==> src/rtl/sprite_frame_rasterizer_pkg.sv <==
// Shared state encoding, background colour and sizing helpers for the
// sprite frame rasterizer and its rectangle walker.
package sprite_draw_pkg;

  typedef enum logic [1:0] {
    IDLE   = 2'd0,
    SELECT = 2'd1,
    DRAW   = 2'd2,
    DONE   = 2'd3
  } state_e;

  localparam logic [2:0] BG_COLOUR    = 3'b000;
  localparam int         DEF_SCREEN_W = 160;
  localparam int         DEF_SCREEN_H = 120;

  // Width of a slot index counter; never narrower than one bit.
  function automatic int idx_width(input int n);
    return (n <= 1) ? 1 : $clog2(n);
  endfunction

endpackage

==> src/rtl/sprite_frame_rasterizer_rect_raster.sv <==
// Row-major walk over one rectangle: pixel coordinate, on-screen test and
// last-pixel flag. Coordinates wrap modulo the coordinate width.
module rect_raster
  import sprite_draw_pkg::*;
#(
  parameter int X_W      = 8,
  parameter int Y_W      = 7,
  parameter int DIM_W    = 5,
  parameter int COL_W    = 3,
  parameter int SCREEN_W = DEF_SCREEN_W,
  parameter int SCREEN_H = DEF_SCREEN_H
) (
  input  logic             clk,
  input  logic             reset,
  input  logic             start_i,
  input  logic             step_i,
  input  logic [X_W-1:0]   base_x_i,
  input  logic [Y_W-1:0]   base_y_i,
  input  logic [DIM_W-1:0] w_i,
  input  logic [DIM_W-1:0] h_i,
  input  logic [COL_W-1:0] colour_i,
  output logic [X_W-1:0]   px_o,
  output logic [Y_W-1:0]   py_o,
  output logic [COL_W-1:0] pc_o,
  output logic             vis_o,
  output logic             last_o
);

  localparam logic [DIM_W-1:0] DIM_ONE = DIM_W'(1);

  logic [DIM_W-1:0] col_q, col_d;
  logic [DIM_W-1:0] row_q, row_d;
  logic             col_end;

  assign col_end = (col_q == w_i - DIM_ONE);

  always_comb begin
    col_d = col_q;
    row_d = row_q;
    if (start_i) begin
      col_d = '0;
      row_d = '0;
    end else if (step_i) begin
      if (col_end) begin
        col_d = '0;
        row_d = row_q + DIM_ONE;
      end else begin
        col_d = col_q + DIM_ONE;
      end
    end
  end

  always_ff @(posedge clk) begin
    if (!reset) begin
      col_q <= '0;
      row_q <= '0;
    end else begin
      col_q <= col_d;
      row_q <= row_d;
    end
  end

  assign px_o   = base_x_i + X_W'(col_q);
  assign py_o   = base_y_i + Y_W'(row_q);
  assign pc_o   = colour_i;
  assign vis_o  = (int'(px_o) < SCREEN_W) && (int'(py_o) < SCREEN_H);
  assign last_o = col_end && (row_q == h_i - DIM_ONE);

endmodule

==> src/rtl/sprite_frame_rasterizer.sv <==
// Snapshots all object slots on frame_start and rasterizes enabled rectangles
// in slot order, one registered pixel per cycle. Optional ERASE_PASS_EN.
module sprite_frame_rasterizer
  import sprite_draw_pkg::*;
#(
  parameter int NUM_OBJ  = 5,
  parameter int X_W      = 8,
  parameter int Y_W      = 7,
  parameter int DIM_W    = 5,
  parameter int COL_W    = 3,
  parameter int SCREEN_W = DEF_SCREEN_W,
  parameter int SCREEN_H = DEF_SCREEN_H
) (
  input  logic                     clk,
  input  logic                     reset,
  input  logic                     frame_start,
  input  logic [NUM_OBJ*X_W-1:0]   obj_x,
  input  logic [NUM_OBJ*Y_W-1:0]   obj_y,
  input  logic [NUM_OBJ*DIM_W-1:0] obj_w,
  input  logic [NUM_OBJ*DIM_W-1:0] obj_h,
  input  logic [NUM_OBJ*COL_W-1:0] obj_c,
  input  logic [NUM_OBJ-1:0]       obj_en,
  output logic [X_W-1:0]           vga_x,
  output logic [Y_W-1:0]           vga_y,
  output logic [COL_W-1:0]         vga_c,
  output logic                     vga_plot,
  output logic                     busy,
  output logic                     frame_done
);

  localparam int                 IDX_W    = idx_width(NUM_OBJ);
  localparam logic [IDX_W-1:0]   LAST_IDX = IDX_W'(NUM_OBJ - 1);

  state_e           state_q, state_d;
  logic [IDX_W-1:0] idx_q, idx_d;

  logic [NUM_OBJ*X_W-1:0]   sx_q;
  logic [NUM_OBJ*Y_W-1:0]   sy_q;
  logic [NUM_OBJ*DIM_W-1:0] sw_q, sh_q;
  logic [NUM_OBJ*COL_W-1:0] sc_q;
  logic [NUM_OBJ-1:0]       sen_q;

  logic [X_W-1:0]   sel_x;
  logic [Y_W-1:0]   sel_y;
  logic [DIM_W-1:0] sel_w, sel_h;
  logic [COL_W-1:0] sel_c;
  logic             sel_en;

  logic             slot_live, adv;
  logic             rr_start, rr_step, rr_vis, rr_last;
  logic [X_W-1:0]   rr_px;
  logic [Y_W-1:0]   rr_py;
  logic [COL_W-1:0] rr_pc;

  logic [X_W-1:0]   vga_x_q;
  logic [Y_W-1:0]   vga_y_q;
  logic [COL_W-1:0] vga_c_q;
  logic             plot_q, busy_q, done_q;

`ifdef ERASE_PASS_EN
  logic [NUM_OBJ*X_W-1:0]   prev_x_q;
  logic [NUM_OBJ*Y_W-1:0]   prev_y_q;
  logic [NUM_OBJ*DIM_W-1:0] prev_w_q, prev_h_q;
  logic [NUM_OBJ-1:0]       prev_en_q;
  logic                     prev_vld_q, erase_q, erase_d;

  // The erase sweep walks last frame's geometry in the background colour.
  always_comb begin
    if (erase_q) begin
      sel_x  = prev_x_q[int'(idx_q)*X_W +: X_W];
      sel_y  = prev_y_q[int'(idx_q)*Y_W +: Y_W];
      sel_w  = prev_w_q[int'(idx_q)*DIM_W +: DIM_W];
      sel_h  = prev_h_q[int'(idx_q)*DIM_W +: DIM_W];
      sel_c  = COL_W'(BG_COLOUR);
      sel_en = prev_en_q[idx_q];
    end else begin
      sel_x  = sx_q[int'(idx_q)*X_W +: X_W];
      sel_y  = sy_q[int'(idx_q)*Y_W +: Y_W];
      sel_w  = sw_q[int'(idx_q)*DIM_W +: DIM_W];
      sel_h  = sh_q[int'(idx_q)*DIM_W +: DIM_W];
      sel_c  = sc_q[int'(idx_q)*COL_W +: COL_W];
      sel_en = sen_q[idx_q];
    end
  end

  always_ff @(posedge clk) begin
    if (!reset) begin
      prev_x_q   <= '0;
      prev_y_q   <= '0;
      prev_w_q   <= '0;
      prev_h_q   <= '0;
      prev_en_q  <= '0;
      prev_vld_q <= 1'b0;
      erase_q    <= 1'b0;
    end else begin
      erase_q <= erase_d;
      if (state_q == DONE) begin
        prev_x_q   <= sx_q;
        prev_y_q   <= sy_q;
        prev_w_q   <= sw_q;
        prev_h_q   <= sh_q;
        prev_en_q  <= sen_q;
        prev_vld_q <= 1'b1;
      end
    end
  end
`else
  always_comb begin
    sel_x  = sx_q[int'(idx_q)*X_W +: X_W];
    sel_y  = sy_q[int'(idx_q)*Y_W +: Y_W];
    sel_w  = sw_q[int'(idx_q)*DIM_W +: DIM_W];
    sel_h  = sh_q[int'(idx_q)*DIM_W +: DIM_W];
    sel_c  = sc_q[int'(idx_q)*COL_W +: COL_W];
    sel_en = sen_q[idx_q];
  end
`endif

  assign slot_live = sel_en && (sel_w != '0) && (sel_h != '0);

  always_comb begin
    state_d  = state_q;
    idx_d    = idx_q;
    rr_start = 1'b0;
    rr_step  = 1'b0;
    adv      = 1'b0;
`ifdef ERASE_PASS_EN
    erase_d  = erase_q;
`endif
    unique case (state_q)
      IDLE: begin
        if (frame_start) begin
          state_d = SELECT;
          idx_d   = '0;
`ifdef ERASE_PASS_EN
          erase_d = prev_vld_q;
`endif
        end
      end
      SELECT: begin
        if (slot_live) begin
          rr_start = 1'b1;
          state_d  = DRAW;
        end else begin
          adv = 1'b1;
        end
      end
      DRAW: begin
        rr_step = 1'b1;
        adv     = rr_last;
      end
      DONE:    state_d = IDLE;
      default: state_d = IDLE;
    endcase

    // Move to the next slot, the draw sweep after an erase sweep, or finish.
    if (adv) begin
      if (idx_q != LAST_IDX) begin
        idx_d   = idx_q + IDX_W'(1);
        state_d = SELECT;
      end
`ifdef ERASE_PASS_EN
      else if (erase_q) begin
        erase_d = 1'b0;
        idx_d   = '0;
        state_d = SELECT;
      end
`endif
      else begin
        state_d = DONE;
      end
    end
  end

  always_ff @(posedge clk) begin
    if (!reset) begin
      state_q <= IDLE;
      idx_q   <= '0;
    end else begin
      state_q <= state_d;
      idx_q   <= idx_d;
    end
  end

  always_ff @(posedge clk) begin
    if (!reset) begin
      sx_q  <= '0;
      sy_q  <= '0;
      sw_q  <= '0;
      sh_q  <= '0;
      sc_q  <= '0;
      sen_q <= '0;
    end else if ((state_q == IDLE) && frame_start) begin
      sx_q  <= obj_x;
      sy_q  <= obj_y;
      sw_q  <= obj_w;
      sh_q  <= obj_h;
      sc_q  <= obj_c;
      sen_q <= obj_en;
    end
  end

  rect_raster #(
    .X_W     (X_W),
    .Y_W     (Y_W),
    .DIM_W   (DIM_W),
    .COL_W   (COL_W),
    .SCREEN_W(SCREEN_W),
    .SCREEN_H(SCREEN_H)
  ) u_rect (
    .clk     (clk),
    .reset   (reset),
    .start_i (rr_start),
    .step_i  (rr_step),
    .base_x_i(sel_x),
    .base_y_i(sel_y),
    .w_i     (sel_w),
    .h_i     (sel_h),
    .colour_i(sel_c),
    .px_o    (rr_px),
    .py_o    (rr_py),
    .pc_o    (rr_pc),
    .vis_o   (rr_vis),
    .last_o  (rr_last)
  );

  // Pixel coordinates hold their last plotted value between strobes.
  always_ff @(posedge clk) begin
    if (!reset) begin
      vga_x_q <= '0;
      vga_y_q <= '0;
      vga_c_q <= '0;
      plot_q  <= 1'b0;
      busy_q  <= 1'b0;
      done_q  <= 1'b0;
    end else begin
      busy_q <= (state_d != IDLE);
      done_q <= (state_d == DONE);
      plot_q <= (state_q == DRAW) && rr_vis;
      if ((state_q == DRAW) && rr_vis) begin
        vga_x_q <= rr_px;
        vga_y_q <= rr_py;
        vga_c_q <= rr_pc;
      end
    end
  end

  assign vga_x      = vga_x_q;
  assign vga_y      = vga_y_q;
  assign vga_c      = vga_c_q;
  assign vga_plot   = plot_q;
  assign busy       = busy_q;
  assign frame_done = done_q;

endmodule

==> config.mk <==
export PLATFORM = sky130hd
export DESIGN_NAME = sprite_frame_rasterizer
export DESIGN_NICKNAME = d
export VERILOG_FILES = /design/src/rtl/sprite_frame_rasterizer_pkg.sv /design/src/rtl/sprite_frame_rasterizer_rect_raster.sv /design/src/rtl/sprite_frame_rasterizer.sv
export SDC_FILE = /design/constraint.sdc
export NUM_CORES = 1
export LEC_CHECK = 0
export ABC_AREA = 1
export BUFFER_PORTS_ARGS = -buffer_cell sky130_fd_sc_hd__buf_2
export CORE_MARGIN = 2
export CORE_UTILIZATION = 50
export DETAILED_ROUTE_END_ITERATION = 10
export GPL_TIMING_DRIVEN = 1
export HOLD_SLACK_MARGIN = 0.12
export PLACE_DENSITY = 0.79
export SYNTH_ARGS = -nofsm -noshare
export SYNTH_HDL_FRONTEND = slang
export SYNTH_SLANG_ARGS = --single-unit
==> constraint.sdc <==
create_clock -name clk -period 3.7 [get_ports clk]
set_input_delay 0.925 -clock clk [delete_from_list [all_inputs] [get_ports clk]]
set_output_delay 0.925 -clock clk [all_outputs]
set_load 0.005 [all_outputs]
==> results.sh <==
export IMPL_run_status="completed"
export IMPL_synth_most_common_cell="nor2_1"
export IMPL_synth_area_top_cells="dfxtp_1 43%, nor2_1 12%, o21ai_0 10%, nand2_1 7.3%, nand3_1 4.8%"
export IMPL_drt_iter0_markers=593
export IMPL_drtPass1Iterations=6
export IMPL_avgSynthCellArea_um2=7.05
export IMPL_chipWidth_um=134
export IMPL_antenna_cells=0
export IMPL_compound_gate_fraction_of_synth_area_pct=17.8
export IMPL_register_to_register_setup_slack_ns=0.34
export IMPL_clock_pin_slew_reported_for_the_worst_setup_and_hold_paths_after_clock_tree_synthesis_ns=0.07
export IMPL_drt_drc_violations_left=0
export IMPL_number_of_synthesized_flops_with_an_enable_pin=0
export IMPL_hpwlAfterDp_um=16000
export IMPL_layout_area_overhead_vs_synth_pct=18.4
export IMPL_placement_setup_worst_slack_ns=0.351
export IMPL_global_route_usage_total_pct=25.7
export IMPL_cell_mode_on_critical_path="nand2_1"
export IMPL_yosysTopAreaCellShare_pct=42.7
export IMPL_layout_min_cycle_time_ns=3.36
export IMPL_cts_hold_repair_buffers=0
export IMPL_overflow=0
export IMPL_max_stage_delay_ns=0.40
export IMPL_crit_path_top_delay_cell="fa_1"
export IMPL_ys_ff_latch=181
export IMPL_p_leak_nw=4.57
export IMPL_cp_start_kind="flop"
export IMPL_htreeDepth=4
export IMPL_postRouteWirelength_um=22700
export IMPL_synth_area_um2=8490
export IMPL_vias_after_detailed_routing=8225
export IMPL_tns_setup_ns=0
export IMPL_vdd_ir_drop_max_mv=0.407
export IMPL_worst_slew_pin_slew_ns=0.612
export IMPL_critPathTopFamily="compound AO/OA/AOI/OAI gates"
export IMPL_min_period_over_period_pct=90.9
export IMPL_global_route_wire_length_before_repair_um=37000
export IMPL_synth_simple_gate_area_share_pct=26.7
export IMPL_detail_route_wl_per_cell_um=14.5
export IMPL_worst_ep_required_time_ns=4.02
export IMPL_syn_inst=1204
export IMPL_crit_end_element="flop"
export IMPL_final_fill_count=1542
export IMPL_grt_start_max_net_pins=160
export IMPL_number_of_hold_slack_violations_in_the_final_timing_report=0
export IMPL_max_slew_margin_pct=59.2
export IMPL_number_of_nets_at_the_end_of_the_flow=1503
export IMPL_via_per_inst=5.25
export IMPL_setup_viol=0
export IMPL_finalNonFillerCells=1566
export IMPL_ys_dominant_reg_cell="dfxtp_1"
export IMPL_cp_num_buf_inv=3
export IMPL_synth_commonest_cells="271 x nor2_1, 181 x dfxtp_1, 175 x o21ai_0"
export IMPL_placedInstanceArea_um2=9410
export IMPL_async_flop_share_pct=0
export IMPL_dp_cells=1531
export IMPL_synth_net_count=1374
export IMPL_synthDistinctLibCells=37
export IMPL_post_route_worst_setup_slack_ns=0.336
export IMPL_post_synth_top_area_cell="dfxtp_1"
export IMPL_placeableCoreArea_um2=16600
export IMPL_fmax_mhz=297
export IMPL_tritoncts_num_buffers=17
export IMPL_worst_hold_path_type="flop to flop"
export IMPL_yosysWarningCount=0
export IMPL_root_buffer="clkbuf_16"
export IMPL_clk_latency_ns=0.44
export IMPL_chipHeight_um=134
export IMPL_critical_path_arrival_ns=3.69
export IMPL_floorplan_die_area_um2=18000
export IMPL_tritoncts="done"
export IMPL_final_max_slew_viols=0
export IMPL_initial_utilization_pct=51.2
export IMPL_combinational_family_with_the_most_area_after_synthesis="simple AND/OR/NAND/NOR gates"
export IMPL_yosys_area_share_xor_xnor_pct=1.64
export IMPL_via_count_of_the_first_global_routing_pass=7685
export IMPL_numPortBuffers=168
export IMPL_timing_max_cap_violations=0
export IMPL_std_cell_rows=47
export IMPL_ios=169
export IMPL_timing_worst_setup_path_type="flop to flop"
export IMPL_cp_max_fo=25
export IMPL_ys_seq_area_share_pct=42.7
export IMPL_antenna_violating_nets_post_route=0
export IMPL_synth_adder_area_share_pct=3.42
export IMPL_power_density_nw_per_um2=715
export IMPL_antenna_found_initial=0
export IMPL_skew_ns=0.00846
export IMPL_cts_root_to_sink_buffers=2
export IMPL_post_synth_mux_area_share_pct=0
export IMPL_clock_sink_count=181
export IMPL_globalplace_congestion=0.897
export IMPL_finish_instance_area_um2=10000
export IMPL_drive_above_1_share_pct=18.5
export IMPL_rsz0062_at_grt="no"
export IMPL_crit_chain="buf_4, a21oi_1, o21ai_0, a32o_1, ha_1, fa_1, nand3_1, nand2_1, nand2_1, nand2_1, nand2_1, xor2_1, inv_1, o21ai_4, nand3_2, buf_4, o21ai_0, a21oi_1"
what timing repair did:
| action | CTS | global route |
|---|---|---|
| setup buffers | 0 | 3 |
| setup endpoints to repair | 0 | 10 |
| gates resized for setup | 0 | 2 |
kinds of logic after synthesis:
group / count (synthesis)
and+or+nand+nor: 544
AOI/OAI and AO/OA: 285
DFF: 181
buffers and inverters: 157
adders and majority gates: 22
xor gates and xnor gates: 15
per-stage QoR:
stage          total power (W)  hold WS [ns]  utilization (%)
4_1_cts                0.00717         0.446             60.4
5_1_grt                0.00771         0.457             60.6
3_3_place_gp           0.00522         0.436             56.7
2_1_floorplan          0.00461         0.425                -
6_report               0.00718         0.444             60.6
3_5_place_dp           0.00529         0.436             56.7
state kept, by name, indices dropped and copies added (netlist names), named ones only:
name / cells
sx_q: 40
sy_q: 35
sh_q: 25
sw_q: 25
sc_q: 15
vga_x: 8
vga_y: 7
sen_q: 5
u_rect.col_q: 5
u_rect.row_q: 5
vga_c: 3
idx_q: 2
state_q: 2
busy: 1
frame_done: 1
vga_plot: 1
cell type report:
| class | instances | area (um^2) | area share (%) |
|---|---|---|---|
| clock buffers | 21 | 470 | 4.68 |
| clock inverters | 11 | 139 | 1.38 |
| inverters | 80 | 308 | 3.06 |
| multi-input cells | 866 | 4220 | 42.0 |
| flip-flops and latches | 181 | 3620 | 36.1 |
| well taps | 220 | 275 | 2.74 |
| repair buffers | 187 | 1010 | 10.1 |
path summary, 6_finish.rpt:
| kind | from | end | depth (start not counted) |
|---|---|---|---|
| worst max-delay path | idx_q[0] | vga_c[2] | 18 |
| worst min-delay path | vga_y[1] | vga_y[1] | 2 |
| worst max register to register | idx_q[0] | vga_c[2] | 18 |
| worst min register to register | vga_y[1] | vga_y[1] | 2 |
routing by layer:
layer  global-route usage, %  routed length, um  share of wire (%)
met1                    34.0              10300                 46
met2                    41.6              10200                 45
met3                    6.08               1670                7.3
met4                    7.95                465                2.0
met5                       0                  0                  0
worst reg2reg max path, stage by stage, from the launching register on:
cell and delay (ns):
dfxtp_2 0.37, buf_4 0.22, a21oi_1 0.17, o21ai_0 0.10, a32o_1 0.23, ha_1 0.21, fa_1 0.40, nand3_1 0.11
nand2_1 0.06, nand2_1 0.08, nand2_1 0.05, nand2_1 0.07, xor2_1 0.14, inv_1 0.09, o21ai_4 0.22, nand3_2 0.23
buf_4 0.30, o21ai_0 0.16, a21oi_1 0.05
where the power goes:
part	switching, W	internal, W
combinational	0.00170	0.000929
clock	0.000794	0.00106
sequential	0.000271	0.00242
placed cells by master, fill, tap and decap left out, types with 2 or more instances in the layout:
cell,instances
nor2_1,271
dfxtp_1,180
o21ai_0,175
buf_2,167
nand2_1,163
nand3_1,81
a21oi_1,74
inv_1,72
ha_1,20
buf_4,18
clkbuf_16,17
o21ai_1,16
a32o_1,11
xor2_1,11
nand2_2,9
nand3_2,6
nand4_1,6
inv_6,4
inv_4,3
inv_2,3
a31oi_1,3
clkbuf_8,3
a22oi_1,2
xnor2_1,2
clkinv_1,2
nor3_1,2
fa_1,2
clkinv_4,2
clkinvlp_4,2
bufinv_16,2
buf_12,2
Note: power is estimated with default switching activity, not from simulation.
